==> config.mk <==
export PLATFORM = sky130hd
export DESIGN_NAME = sram_req_ctrl_1p128x312
export DESIGN_NICKNAME = d
export VERILOG_FILES = /design/src/rtl/sram_1p128x312_pkg.sv /design/src/rtl/sram_req_ctrl_1p128x312_init_seq.sv /design/src/rtl/sram_req_ctrl_1p128x312.sv
export SDC_FILE = /design/constraint.sdc
export NUM_CORES = 1
export LEC_CHECK = 0
export CAP_MARGIN = 20
export CORE_AREA = 2 2 498 500
export CTS_BUF_LIST = sky130_fd_sc_hd__clkbuf_4 sky130_fd_sc_hd__clkbuf_8
export DETAILED_ROUTE_END_ITERATION = 10
export DIE_AREA = 0 0 500 502
export HOLD_SLACK_MARGIN = 0.02
export PLACE_DENSITY_LB_ADDON = 0.05
export SLEW_MARGIN = 25
export SYNTH_ARGS = -nofsm -noshare
export SYNTH_HDL_FRONTEND = slang
export SYNTH_SLANG_ARGS = --single-unit
==> constraint.sdc <==
create_clock -name clk_i -period 11.1 [get_ports clk_i]
set_input_delay 2.22 -clock clk_i [delete_from_list [all_inputs] [get_ports clk_i]]
set_output_delay 2.22 -clock clk_i [all_outputs]
set_load 0.01 [all_outputs]
==> src/rtl/sram_1p128x312_pkg.sv <==
// Shared constants, types and controller state encoding for the 128x312 single-port SRAM.
package sram_1p128x312_pkg;

  localparam int Depth           = 128;
  localparam int Width           = 312;
  localparam int DataBitsPerMask = 39;
  localparam int MaskWidth       = Width / DataBitsPerMask;
  localparam int AddrWidth       = $clog2(Depth);

  typedef logic [AddrWidth-1:0] addr_t;
  typedef logic [Width-1:0]     data_t;
  typedef logic [MaskWidth-1:0] mask_t;

  localparam data_t InitValue = '0;
  localparam addr_t LastAddr  = addr_t'(Depth - 1);

  typedef enum logic {
    INIT  = 1'b0,
    READY = 1'b1
  } ctrl_state_e;

endpackage

==> src/rtl/sram_req_ctrl_1p128x312_init_seq.sv <==
// Scrub sequencer: walks every address once after reset or on request, then reports done.
module sram_init_seq
  import sram_1p128x312_pkg::*;
(
  input  logic  clk_i,
  input  logic  rst_i,
  input  logic  init_start_i,
  output logic  init_active_o,
  output addr_t init_addr_o,
  output logic  init_done_o
);

  ctrl_state_e state_q, state_d;
  addr_t       cnt_q, cnt_d;

  always_ff @(posedge clk_i or posedge rst_i) begin
    if (rst_i) begin
      state_q <= INIT;
      cnt_q   <= '0;
    end else begin
      state_q <= state_d;
      cnt_q   <= cnt_d;
    end
  end

  always_comb begin
    state_d = state_q;
    cnt_d   = cnt_q;
    case (state_q)
      INIT: begin
        cnt_d = cnt_q + addr_t'(1);
        if (cnt_q == LastAddr) begin
          state_d = READY;
          cnt_d   = '0;
        end
      end
      READY: begin
        if (init_start_i) begin
          state_d = INIT;
          cnt_d   = '0;
        end
      end
    endcase
  end

  assign init_active_o = (state_q == INIT);
  assign init_done_o   = (state_q == READY);
  assign init_addr_o   = cnt_q;

endmodule

==> src/rtl/sram_req_ctrl_1p128x312.sv <==
// Request controller for the 128x312 SRAM: scrub muxing, macro strobes and read response path.
// Optional SRAM_REQ_CTRL_RDATA_REG_EN adds a macro read-data capture stage (latency 2).
module sram_req_ctrl_1p128x312
  import sram_1p128x312_pkg::*;
(
  input  logic                 clk_i,
  input  logic                 rst_i,
  input  logic                 req_valid_i,
  output logic                 req_ready_o,
  input  logic                 req_write_i,
  input  logic [AddrWidth-1:0] req_addr_i,
  input  logic [MaskWidth-1:0] req_lane_en_i,
  input  logic [Width-1:0]     req_wdata_i,
  output logic                 rsp_valid_o,
  output logic [Width-1:0]     rsp_rdata_o,
  input  logic                 init_start_i,
  output logic                 init_done_o,
  output logic                 sram_req_o,
  output logic                 sram_write_o,
  output logic [AddrWidth-1:0] sram_addr_o,
  output logic [MaskWidth-1:0] sram_wmask_o,
  output logic [Width-1:0]     sram_wdata_o,
  input  logic [Width-1:0]     sram_rdata_i
);

  logic  init_active;
  logic  init_done;
  addr_t init_addr;
  logic  accept;
  logic  rd_vld_p0;

  sram_init_seq u_init_seq (
    .clk_i         (clk_i),
    .rst_i         (rst_i),
    .init_start_i  (init_start_i),
    .init_active_o (init_active),
    .init_addr_o   (init_addr),
    .init_done_o   (init_done)
  );

  assign req_ready_o = init_done;
  assign init_done_o = init_done;
  assign accept      = req_valid_i & init_done;
  assign rd_vld_p0   = accept & ~req_write_i;

  // The sequencer sits in INIT while reset is held, so its strobes are masked by rst_i.
  always_comb begin
    sram_req_o   = 1'b0;
    sram_write_o = 1'b0;
    sram_addr_o  = init_addr;
    sram_wmask_o = '1;
    sram_wdata_o = InitValue;
    if (init_active) begin
      sram_req_o   = ~rst_i;
      sram_write_o = ~rst_i;
      sram_wmask_o = {MaskWidth{rst_i}};
    end else begin
      sram_req_o   = accept & ~(req_write_i & ~|req_lane_en_i);
      sram_write_o = req_write_i;
      sram_addr_o  = req_addr_i;
      sram_wmask_o = ~req_lane_en_i;
      sram_wdata_o = req_wdata_i;
    end
  end

`ifdef SRAM_REQ_CTRL_RDATA_REG_EN
  logic  rd_vld_p1;
  logic  rsp_vld_p2;
  data_t rdata_p2;

  // p1: macro data valid; p2: captured data presented with the response strobe
  always_ff @(posedge clk_i or posedge rst_i) begin
    if (rst_i) begin
      rd_vld_p1  <= 1'b0;
      rsp_vld_p2 <= 1'b0;
      rdata_p2   <= '0;
    end else begin
      rd_vld_p1  <= rd_vld_p0;
      rsp_vld_p2 <= rd_vld_p1;
      if (rd_vld_p1) rdata_p2 <= sram_rdata_i;
    end
  end

  assign rsp_valid_o = rsp_vld_p2;
  assign rsp_rdata_o = rdata_p2;
`else
  logic  rsp_vld_p1;
  data_t rdata_hold_q;

  // p1: macro data is only valid this cycle, so it is forwarded once and then held.
  always_ff @(posedge clk_i or posedge rst_i) begin
    if (rst_i) begin
      rsp_vld_p1   <= 1'b0;
      rdata_hold_q <= '0;
    end else begin
      rsp_vld_p1   <= rd_vld_p0;
      rdata_hold_q <= rsp_rdata_o;
    end
  end

  assign rsp_valid_o = rsp_vld_p1;
  assign rsp_rdata_o = rsp_vld_p1 ? sram_rdata_i : rdata_hold_q;
`endif

endmodule

# Word level (Yosys, flattened, before mapping)

Cells that the tools add are included.

Input bits: 644
Register bits: 321
Output and inout port bits: 644

Bitwise logic cells: 9
Eq/ne operators: 2
$add $sub $neg: 1
Mux-type cells: 12
Reduce and logical (&&, ||, !) cells: 2

Operators with widths:

| operator            | number |
|---|---|
| $mux 312            | 2 |
| $mux 7              | 3 |
| $pmux 7 s2          | 1 |
| $mux 8              | 1 |
| $not 8->8           | 1 |
| $reduce_or 8->1     | 1 |
| $add 7x1->7 const B | 1 |
| $eq 7x7->1 const B  | 1 |
| $and 1x1->1         | 4 |
| $mux 1              | 4 |
| $not 1->1           | 4 |
| $ne 2x2->1 const B  | 1 |
| $pmux 1 s2          | 1 |
| $logic_not 1->1     | 1 |

# Depth between registers and ports, before layout

Gate-level depths: netlist of the first run.

Word-level depth: 6
Gate-level depth with buffers: 5

# Modules after synthesis

From an unflattened synthesis of the first run, not the netlist that was laid out.

Cells, all modules: 1,079
Area, all modules: 15,832.7 um^2

By module, submodules not included:

| module                  | area an instance (um^2) | instances | cells each |
|---|---|---|---|
| sram_req_ctrl_1p128x312 | 15,411.0                | 1         | 1,036 |
| sram_init_seq           | 421.7                   | 1         | 43 |

# Least setup slack after synthesis of the first run

Ideal clock, no wire load.

Path kind: input port to output port
Start point: in rst_i
End point: out sram_wmask_o[6]
Buffers on the path: 0
Setup slack: -0.892 ns
Stages: 2
Data arrival time: 9.772 ns
Path through: inv_1 > mux2i_1

Cells in the longest elaborated chain, start to end: 1

RTL lines:

| what            | line                          | RTL |
|---|---|---|
| start, declared | sram_req_ctrl_1p128x312.sv:7  | `input logic rst_i,` |
| $mux 8          | sram_req_ctrl_1p128x312.sv:53 | `if (init_active) begin` |
| end, declared   | sram_req_ctrl_1p128x312.sv:21 | `output logic [MaskWidth-1:0] sram_wmask_o,` |

No other way between the ends.

# Worst setup path after layout of the first run

Start point: in rst_i
End point: out sram_wmask_o[1]

The elaborated chain is that of the path after synthesis.

==> impl_metrics.ini, run 1 <==
[clock_tree]
clkSinkCount = 321
cts_setup_buffers = 0
cts_tree = built
cts_resized = 0
hold_buffers = 0
clk_latency_ps = 800
cts_inserted_buffers = 79
htree_levels = 3
clockBufferDepth = 3
cts_root_buf = clkbuf_8
clk_pin_slew_ps = 50

[cells_and_area]
drive_above_1_share_pct = 6.270
final_util_pct = 13.34
regArea_mm2 = 0.008040
area_growth_pct = 128.1
multiInputGateArea_mm2 = 0.005843
final_nets = 3034
fill_cells = 27640

[die]
die_x_um = 500
dieHeight_um = 502
dieArea_mm2 = 0.2510
io_pins = 1288
row_count = 182
core_area_mm2 = 0.2453
start_util_pct = 5.851

[routing]
vias = 14960
drcViolationCount = 0
finalWirelength_mm = 161.3
detail_route.wl_per_cell_um = 28.18
drtPass1Iterations = 4
via_per_inst = 2.614
drtIter0Drc = 579
drtAntennaViolNets = 0

[logic_synthesis]
avgSynthCellArea_um2 = 13.29
synth_edf_count = 0
yosys_warnings = 0
synthArstFlopShare_pct = 100.0
ys_seq_area_share_pct = 55.98
syn_nets = 1725
synthCells = 1080
yosys.cell_types.count = 34
ys_seq_elements = 321
synthesis.area_mm2 = 0.01435
synthFlopType = dfrtp_1

[place]
gp_congestion = 0.9263
portBuffers = 1287
dp.final_hpwl_mm = 142.1

[setup_path]
slowest_delay_ps = 800
crit_top_cell = clkdlybuf4s50_1
worstPathCellList = clkdlybuf4s50_1, nor2_1, a21oi_1, clkdlybuf4s50_1
critPathRequiredTime_ps = 8880
crit_arrival_ps = 4390
slowest_stage = clkdlybuf4s50_1
critical_path.max_fanout = 9
end_kind = output port
critPathLaunchType = input port
crit_type = in -> out

[sta]
hold_slack_ps = 475.9
rsz0062_at_grt = no
worst_pin_slew_ps = 1039
fin_skew_ps = 60.11
period_share_pct = 59.59
final-hold-violation-count = 0
relSlewSlack_pct = 30.76
setup_viol = 0
tns_ps = 0
fin_crit_ps = 6614
max_freq_mhz = 151.2
maxSlewViolCount = 0

[grt]
grt_start_max_net_pins = 195
grt_pass1_vias = 16400
grt_use_total_pct = 12.41
overflow = 0
antenna_found_initial = 200
grt_pass1_wl_mm = 198.8

[power_and_ir_drop]
ir_worst_vdd_mv = 0.07177
leakagePower_nw = 12.71
p_per_area_mw_per_mm2 = 111.9

[run_status]
status = finished, final reports clean

[run]
maxCapViolCount = 0

[min_path]
min_path_type = reg -> reg
## through the flow
stage               area (µm²)  instances  total power, W  worst slack [ps]
detailed placement       30960       5528        0.002158              4194
CTS                      32570       5660        0.003826              4390
floorplan                14350       1080        0.001534              1038
finish                   32730       5724        0.003663              4486
global route             32650       5692        0.003903              4334
global placement         30940       5527        0.002160              3777
## synth_stat cells (2+ instances only)
cell type	count	area share, %
clkbuf_1	12	0.31
buf_4	24	1.3
nand3_1	3	0.10
buf_2	30	1.0
nor2b_1	2	0.087
o22ai_1	2	0.087
a21oi_1	7	0.24
a21o_1	2	0.10
nand2_1	9	0.24
o21ai_1	3	0.10
inv_1	2	0.052
mux2_1	317	25
nor3_1	2	0.070
dfrtp_1	321	56
buf_6	8	0.63
and2_1	312	14
nor2_1	4	0.10
o21ai_0	4	0.14
## sequential cells by signal, summed over array words and instances (netlist names)
signal / cells
rdata_hold_q: 312
rsp_valid_o: 1
u_init_seq.init_addr_o: 7
u_init_seq.init_done_o: 1
## kinds of logic after synthesis
kind of cell	after synthesis	share of synthesized area [%]
AND/OR/NAND/NOR	340	14.64
XOR/XNOR	1	0.06105
AO/OA/AOI/OAI	23	0.9853
multiplexers	318	24.95
flip-flops	321	55.98
adder cells (fa/ha/maj)	1	0.08719
buffers and inverters	76	3.296
## cell type report
type,instances,share of cell area [%]
inverters,2,0.03441
flip-flops and latches,321,24.57
clock inverters,9,0.3938
diodes,64,0.4894
well taps,3220,12.31
clock buffers,123,4.523
multi-input cells,683,17.86
repair buffers,1302,39.82
## layout by cell type, fill, tap and decap left out, types with 4 or more instances in the layout
cell type	n
clkdlybuf4s50_1	1287
diode_2	64
and2_1	312
dfrtp_1	319
clkbuf_4	34
a21oi_1	7
o21ai_0	4
clkbuf_8	89
buf_4	12
nor2_1	4
inv_8	4
mux2_1	317
nand2_1	9
## worst max-delay path: cells and delay by family
kind	cells	cell delay, ps
AOI/OAI and AO/OA	1	610
buffers and inverters	2	1370
and+or+nand+nor	1	180
## path summary, 6_finish.rpt
kind / start / endpoint / slack (ps) / depth (start not counted)
max: rst_i / sram_wmask_o[1] / 4490 / 4
min: rdata_hold_q[88]$_DFF_PP0_ / rdata_hold_q[88]$_DFF_PP0_ / 480 / 1
max reg2reg: u_init_seq.init_done_o$_DFF_PP0_ / u_init_seq.init_addr_o[3]$_DFFE_PP0P_ / 8590 / 5
min reg2reg: rdata_hold_q[88]$_DFF_PP0_ / rdata_hold_q[88]$_DFF_PP0_ / 480 / 1
max in group asynchronous: rst_i / rdata_hold_q[244]$_DFF_PP0_ / 5410 / 7
min in group asynchronous: rst_i / rdata_hold_q[207]$_DFF_PP0_ / 1880 / 2
## power by group
part | leakage [nW] | switching (W) | internal, W | total (W)
logic | 7.66 | 0.000336 | 0.000460 | 0.000796
registers | 4.19 | 0.0000354 | 0.00128 | 0.00131
clock network | 0.860 | 0.000682 | 0.000871 | 0.00155
total | 12.7 | 0.00105 | 0.00261 | 0.00366
## layer usage
| metal | share of wire (%) | global-route usage (%) | wire length (µm) |
|---|---|---|---|
| met1 | 27 | 9.636 | 43980 |
| met2 | 54 | 23.86 | 87450 |
| met3 | 15 | 8.682 | 23550 |
| met4 | 3.2 | 3.918 | 5183 |
| met5 | 0.72 | 0 | 1165 |
Note: power is estimated with default switching activity, not from simulation.
==> run 2, diff against run 1 <==
--- a/config.mk
+++ b/config.mk
@@ -6,10 +6,10 @@
 export NUM_CORES = 1
 export LEC_CHECK = 0
 export CAP_MARGIN = 20
-export CORE_AREA = 2 2 498 500
+export CORE_AREA = 2 2 503 505
 export CTS_BUF_LIST = sky130_fd_sc_hd__clkbuf_4 sky130_fd_sc_hd__clkbuf_8
 export DETAILED_ROUTE_END_ITERATION = 10
-export DIE_AREA = 0 0 500 502
+export DIE_AREA = 0 0 505 507
 export HOLD_SLACK_MARGIN = 0.02
 export PLACE_DENSITY_LB_ADDON = 0.05
 export SLEW_MARGIN = 25
==> constraint.sdc (replaced) <==
create_clock -name clk_i -period 6.41 [get_ports clk_i]
set_input_delay 1.282 -clock clk_i [delete_from_list [all_inputs] [get_ports clk_i]]
set_output_delay 1.282 -clock clk_i [all_outputs]
set_load 0.01 [all_outputs]
==> impl_metrics.ini, run 2 (synthesis gave the netlist of run 1 again) <==
[run_status]
status = finished, final reports clean

[cells_and_area]
drive_above_1_share_pct = 7.070
area_growth_pct = 131.6
largest_reg_flops = 312
final_common_cell = clkdlybuf4s50_1
top_register = rdata_hold_q
final_cell_mix = clkdlybuf4s50_1 (1287), dfrtp_1 (319), mux2_1 (317)
final_util_pct = 13.27
final_nets = 3047

[power_and_ir_drop]
p_per_area_mw_per_mm2 = 200.3
swShare_pct = 28.48
seq_power_share_pct = 34.2
combPwrFrac_pct = 20.8
p_int_w = 0.004761
leakagePower_nw = 12.88
ir_worst_vdd_mv = 0.1277
clockPowerShare_pct = 45.0
p_sw_w = 0.001896

[setup_path]
slowest_delay_ps = 770
end_kind = output port
slowest_stage = dfrtp_4
reg2regPathDepth = 3
cp.depth = 5
crit_family = buffers and inverters
path_buf_inv = 3
crit_arrival_ps = 3590
critPathLaunchType = register
critPathRequiredTime_ps = 5130
worstPathCellList = buf_12, nor2_1, buf_4, a21oi_1, clkdlybuf4s50_1
crit_type = reg -> out
rrSetupSlack_ps = 4240
critical_path.max_fanout = 56

[sta]
relSlewSlack_pct = 35.74
worst_pin_slew_ps = 963.9
rsz0062_at_grt = no
fin_crit_ps = 4874
fin_skew_ps = 68.01
max_freq_mhz = 205.2
tns_ps = 0
final-hold-violation-count = 0
setup_viol = 0
maxSlewViolCount = 0
period_share_pct = 76.04

[grt]
overflow = 0
grt_pass1_vias = 16570
grt_use_total_pct = 11.98
grt_pass1_wl_mm = 198.1
antenna_found_initial = 188
grt_start_max_net_pins = 109

[routing]
drtAntennaViolNets = 0
drtIter0Drc = 500
vias = 14950
finalWirelength_mm = 158.5
drcViolationCount = 0
drtPass1Iterations = 4
detail_route.wl_per_cell_um = 26.99
via_per_inst = 2.545

[clock_tree]
clk_pin_slew_ps = 50
clockBufferDepth = 3
hold_buffers = 0
cts_setup_buffers = 0
clkSinkCount = 321
cts_resized = 0
clk_latency_ps = 790
cts_inserted_buffers = 85
cts_root_buf = clkbuf_8
htree_levels = 3
cts_tree = built

[min_path]
hold_depth = 1
min_path_type = reg -> reg

[place]
dp.final_hpwl_mm = 138.2
gp_congestion = 0.9624
portBuffers = 1287

[die]
die_x_um = 505
row_count = 184
io_pins = 1288
start_util_pct = 5.729
core_area_mm2 = 0.2505
dieArea_mm2 = 0.2560
dieHeight_um = 507

[run]
maxCapViolCount = 0
run 2: power by group through the flow:
stage	clock network [W]	logic [W]	registers (W)
4_1_cts	0.00325	0.00143	0.00228
3_5_place_dp	0	0.00142	0.00232
3_3_place_gp	0	0.00143	0.00231
2_1_floorplan	0	0.000366	0.00229
5_1_grt	0.00330	0.00148	0.00230
6_report	0.00300	0.00138	0.00228
run 2: cell type report:
class	instances	area, µm²
Inverter	2	11.26
Tap cell	3348	4189
Timing Repair Buffer	1309	13140
Fill cell	28440	217200
Multi-Input combinational cell	683	5843
Sequential cell	321	8040
Antenna cell	66	165.2
Clock inverter	14	210.2
Clock buffer	132	1642
run 2: worst paths after layout:
kind	end	from
min reg2reg	rdata_hold_q[281]$_DFF_PP0_	rdata_hold_q[281]$_DFF_PP0_
max	sram_wmask_o[5]	u_init_seq.init_done_o$_DFF_PP0_
max reg2reg	rdata_hold_q[90]$_DFF_PP0_	rsp_valid_o$_DFF_PP0_
min in group asynchronous	rdata_hold_q[168]$_DFF_PP0_	rst_i
min	rdata_hold_q[281]$_DFF_PP0_	rdata_hold_q[281]$_DFF_PP0_
max in group asynchronous	rdata_hold_q[293]$_DFF_PP0_	rst_i
run 2: stage by stage:
step	hold WS (ps)	setup WS, ps	total power (W)	std cells	cell area, µm²
after floorplan	492.1	-1776	0.002656	1080	14350
after global placement	465.9	1452	0.003744	5662	31200
after detailed placement	468.8	1490	0.003739	5662	31200
after CTS	480.7	1095	0.006960	5808	33050
after global routing	489.5	1205	0.007080	5825	33110
final	477.3	1536	0.006657	5875	33240
run 2: routing by layer:
metal	track usage [%]	up-vias	share of wire (%)
met5	0	-	0.75
met4	5.414	184	4.9
met3	8.838	397	15
met2	21.69	942	51
met1	9.493	7047	28
li1	-	6379	-
==> run 3, diff against run 2 <==
==> constraint.sdc (replaced) <==
create_clock -name clk_i -period 4.6 [get_ports clk_i]
set_input_delay 0.92 -clock clk_i [delete_from_list [all_inputs] [get_ports clk_i]]
set_output_delay 0.92 -clock clk_i [all_outputs]
set_load 0.01 [all_outputs]
==> impl_metrics.ini, run 3 (synthesis gave the netlist of run 1 again) <==
[setup_path]
reg2regPathDepth = 3
crit_family = buffers and inverters
end_kind = output port
cp.depth = 4
rr_endpoint = rsp_valid_o$_DFF_PP0_
worstPathCellList = nor2_1, buf_4, a21oi_1, clkdlybuf4s50_1
crit_type = reg -> out
slowest_delay_ps = 920
path_buf_inv = 2
slowest_stage = dfrtp_4
timing.rr.start = u_init_seq.init_done_o$_DFF_PP0_
crit_arrival_ps = 3340
rrSetupSlack_ps = 2630
critPathLaunchType = register
critPathRequiredTime_ps = 3680
critical_path.max_fanout = 66

[sta]
worst_pin_slew_ps = 931.0
fin_skew_ps = 44.58
period_share_pct = 92.60
fin_crit_ps = 4260
setup_viol = 0
rsz0062_at_grt = no
max_freq_mhz = 234.8
maxSlewViolCount = 0
final-hold-violation-count = 0
relSlewSlack_pct = 37.93

[grt]
grt_pass1_wl_mm = 197.8
grt_use_total_pct = 11.96
antenna_found_initial = 173
overflow = 0
grt_pass1_vias = 16570
grt_start_max_net_pins = 123

[run]
maxCapViolCount = 0

[min_path]
worstHoldStart = rdata_hold_q[87]$_DFF_PP0_
min_path_type = reg -> reg
hold_depth = 1
min_to = rdata_hold_q[87]$_DFF_PP0_

[cells_and_area]
final_nets = 3041
final_cell_mix = clkdlybuf4s50_1 (1286), dfrtp_1 (319), mux2_1 (317)
top_register = rdata_hold_q
largest_reg_flops = 312
final_area_mm2 = 0.03306
final_util_pct = 13.20
area_growth_pct = 130.4
drive_above_1_share_pct = 6.740
final_common_cell = clkdlybuf4s50_1

[die]
row_count = 184
dieHeight_um = 507
start_util_pct = 5.729
io_pins = 1288
dieArea_mm2 = 0.2560
core_area_mm2 = 0.2505
die_x_um = 505

[routing]
via_per_inst = 2.559
detail_route.wl_per_cell_um = 27.07
drtPass1Iterations = 4
drcViolationCount = 0
vias = 14980
drtIter0Drc = 567
finalWirelength_mm = 158.5
drtAntennaViolNets = 0

[place]
gp_congestion = 0.9572
postPlaceCellArea_mm2 = 0.03124
dp.final_hpwl_mm = 137.9
portBuffers = 1287

[power_and_ir_drop]
p_per_area_mw_per_mm2 = 272.2
leakagePower_nw = 12.79
ir_worst_vdd_mv = 0.1739

[run_status]
status = finished, final reports clean

[clock_tree]
hold_buffers = 0
cts_tree = built
clk_latency_ps = 810
htree_levels = 3
cts_inserted_buffers = 83
clockBufferDepth = 3
clkSinkCount = 321
cts_root_buf = clkbuf_8
clk_pin_slew_ps = 50
run 3: cell types whose count changed in the layout (fill, tap and decap cells not counted), sizes merged:
| cell | previous run | this run |
|---|---|---|
| clkinvlp | 2 | 1 |
| buf | 22 | 19 |
| clkinv | 6 | 4 |
| clkdlybuf4s50 | 1287 | 1286 |
| clkbuf | 132 | 128 |
| bufinv | 3 | 0 |
| inv | 5 | 6 |
| diode | 66 | 59 |
run 3: how the worst max path moves through the flow:
stage / start / end / slack, ps
6_report: u_init_seq.init_done_o$_DFF_PP0_ / sram_wmask_o[2] / 340
5_1_grt: u_init_seq.init_done_o$_DFF_PP0_ / sram_wmask_o[0] / 50
4_1_cts: u_init_seq.init_done_o$_DFF_PP0_ / sram_wmask_o[0] / 9
3_5_place_dp: rst_i / sram_wmask_o[7] / 440
3_3_place_gp: rst_i / sram_wmask_o[5] / 310
2_1_floorplan: rst_i / sram_wmask_o[6] / -2860
run 3: report_power, final:
part / switching (W) / internal [W] / total, W / leakage [nW]
Sequential: 0.0000878 / 0.00309 / 0.00317 / 4.19
Clock: 0.00175 / 0.00216 / 0.00390 / 0.891
Combinational: 0.000807 / 0.00111 / 0.00192 / 7.71
run 3: layer usage:
metal	global-route usage (%)	up-vias	wire (µm)
met1	9.747	7140	46100
met5	0	-	1054
met4	5.842	154	8606
met3	8.338	375	22090
li1	-	6368	-
met2	21.52	947	80630
run 3: timing repair:
action / in CTS / in global routing
buffers inserted: 0 / 0
hold endpoints to repair: 0 / 0
setup endpoints to repair: 1 / 0
gates resized for setup: 2 / 0
run 3: stage by stage:
step	setup WS (ps)	TNS (ps)	instances	hold WS, ps	power, W
3_5_place_dp	438.5	0	5659	469.1	0.005200
4_1_cts	9.234	0	5796	481.4	0.009411
2_1_floorplan	-2862	-198580	1080	492.1	0.003701
3_3_place_gp	311.3	0	5659	466.0	0.005208
5_1_grt	48.50	0	5808	493.0	0.009558
6_report	340.4	0	5855	478.4	0.008998
run 3: cell type report:
cell class | count | area [µm²]
fill | 28490 | 217400
timing repair buffer | 1305 | 13150
sequential | 321 | 8040
multi-input combinational | 683 | 5854
tap | 3348 | 4189
clock buffer | 128 | 1568
antenna | 59 | 147.6
clock inverter | 9 | 96.34
inverter | 2 | 11.26
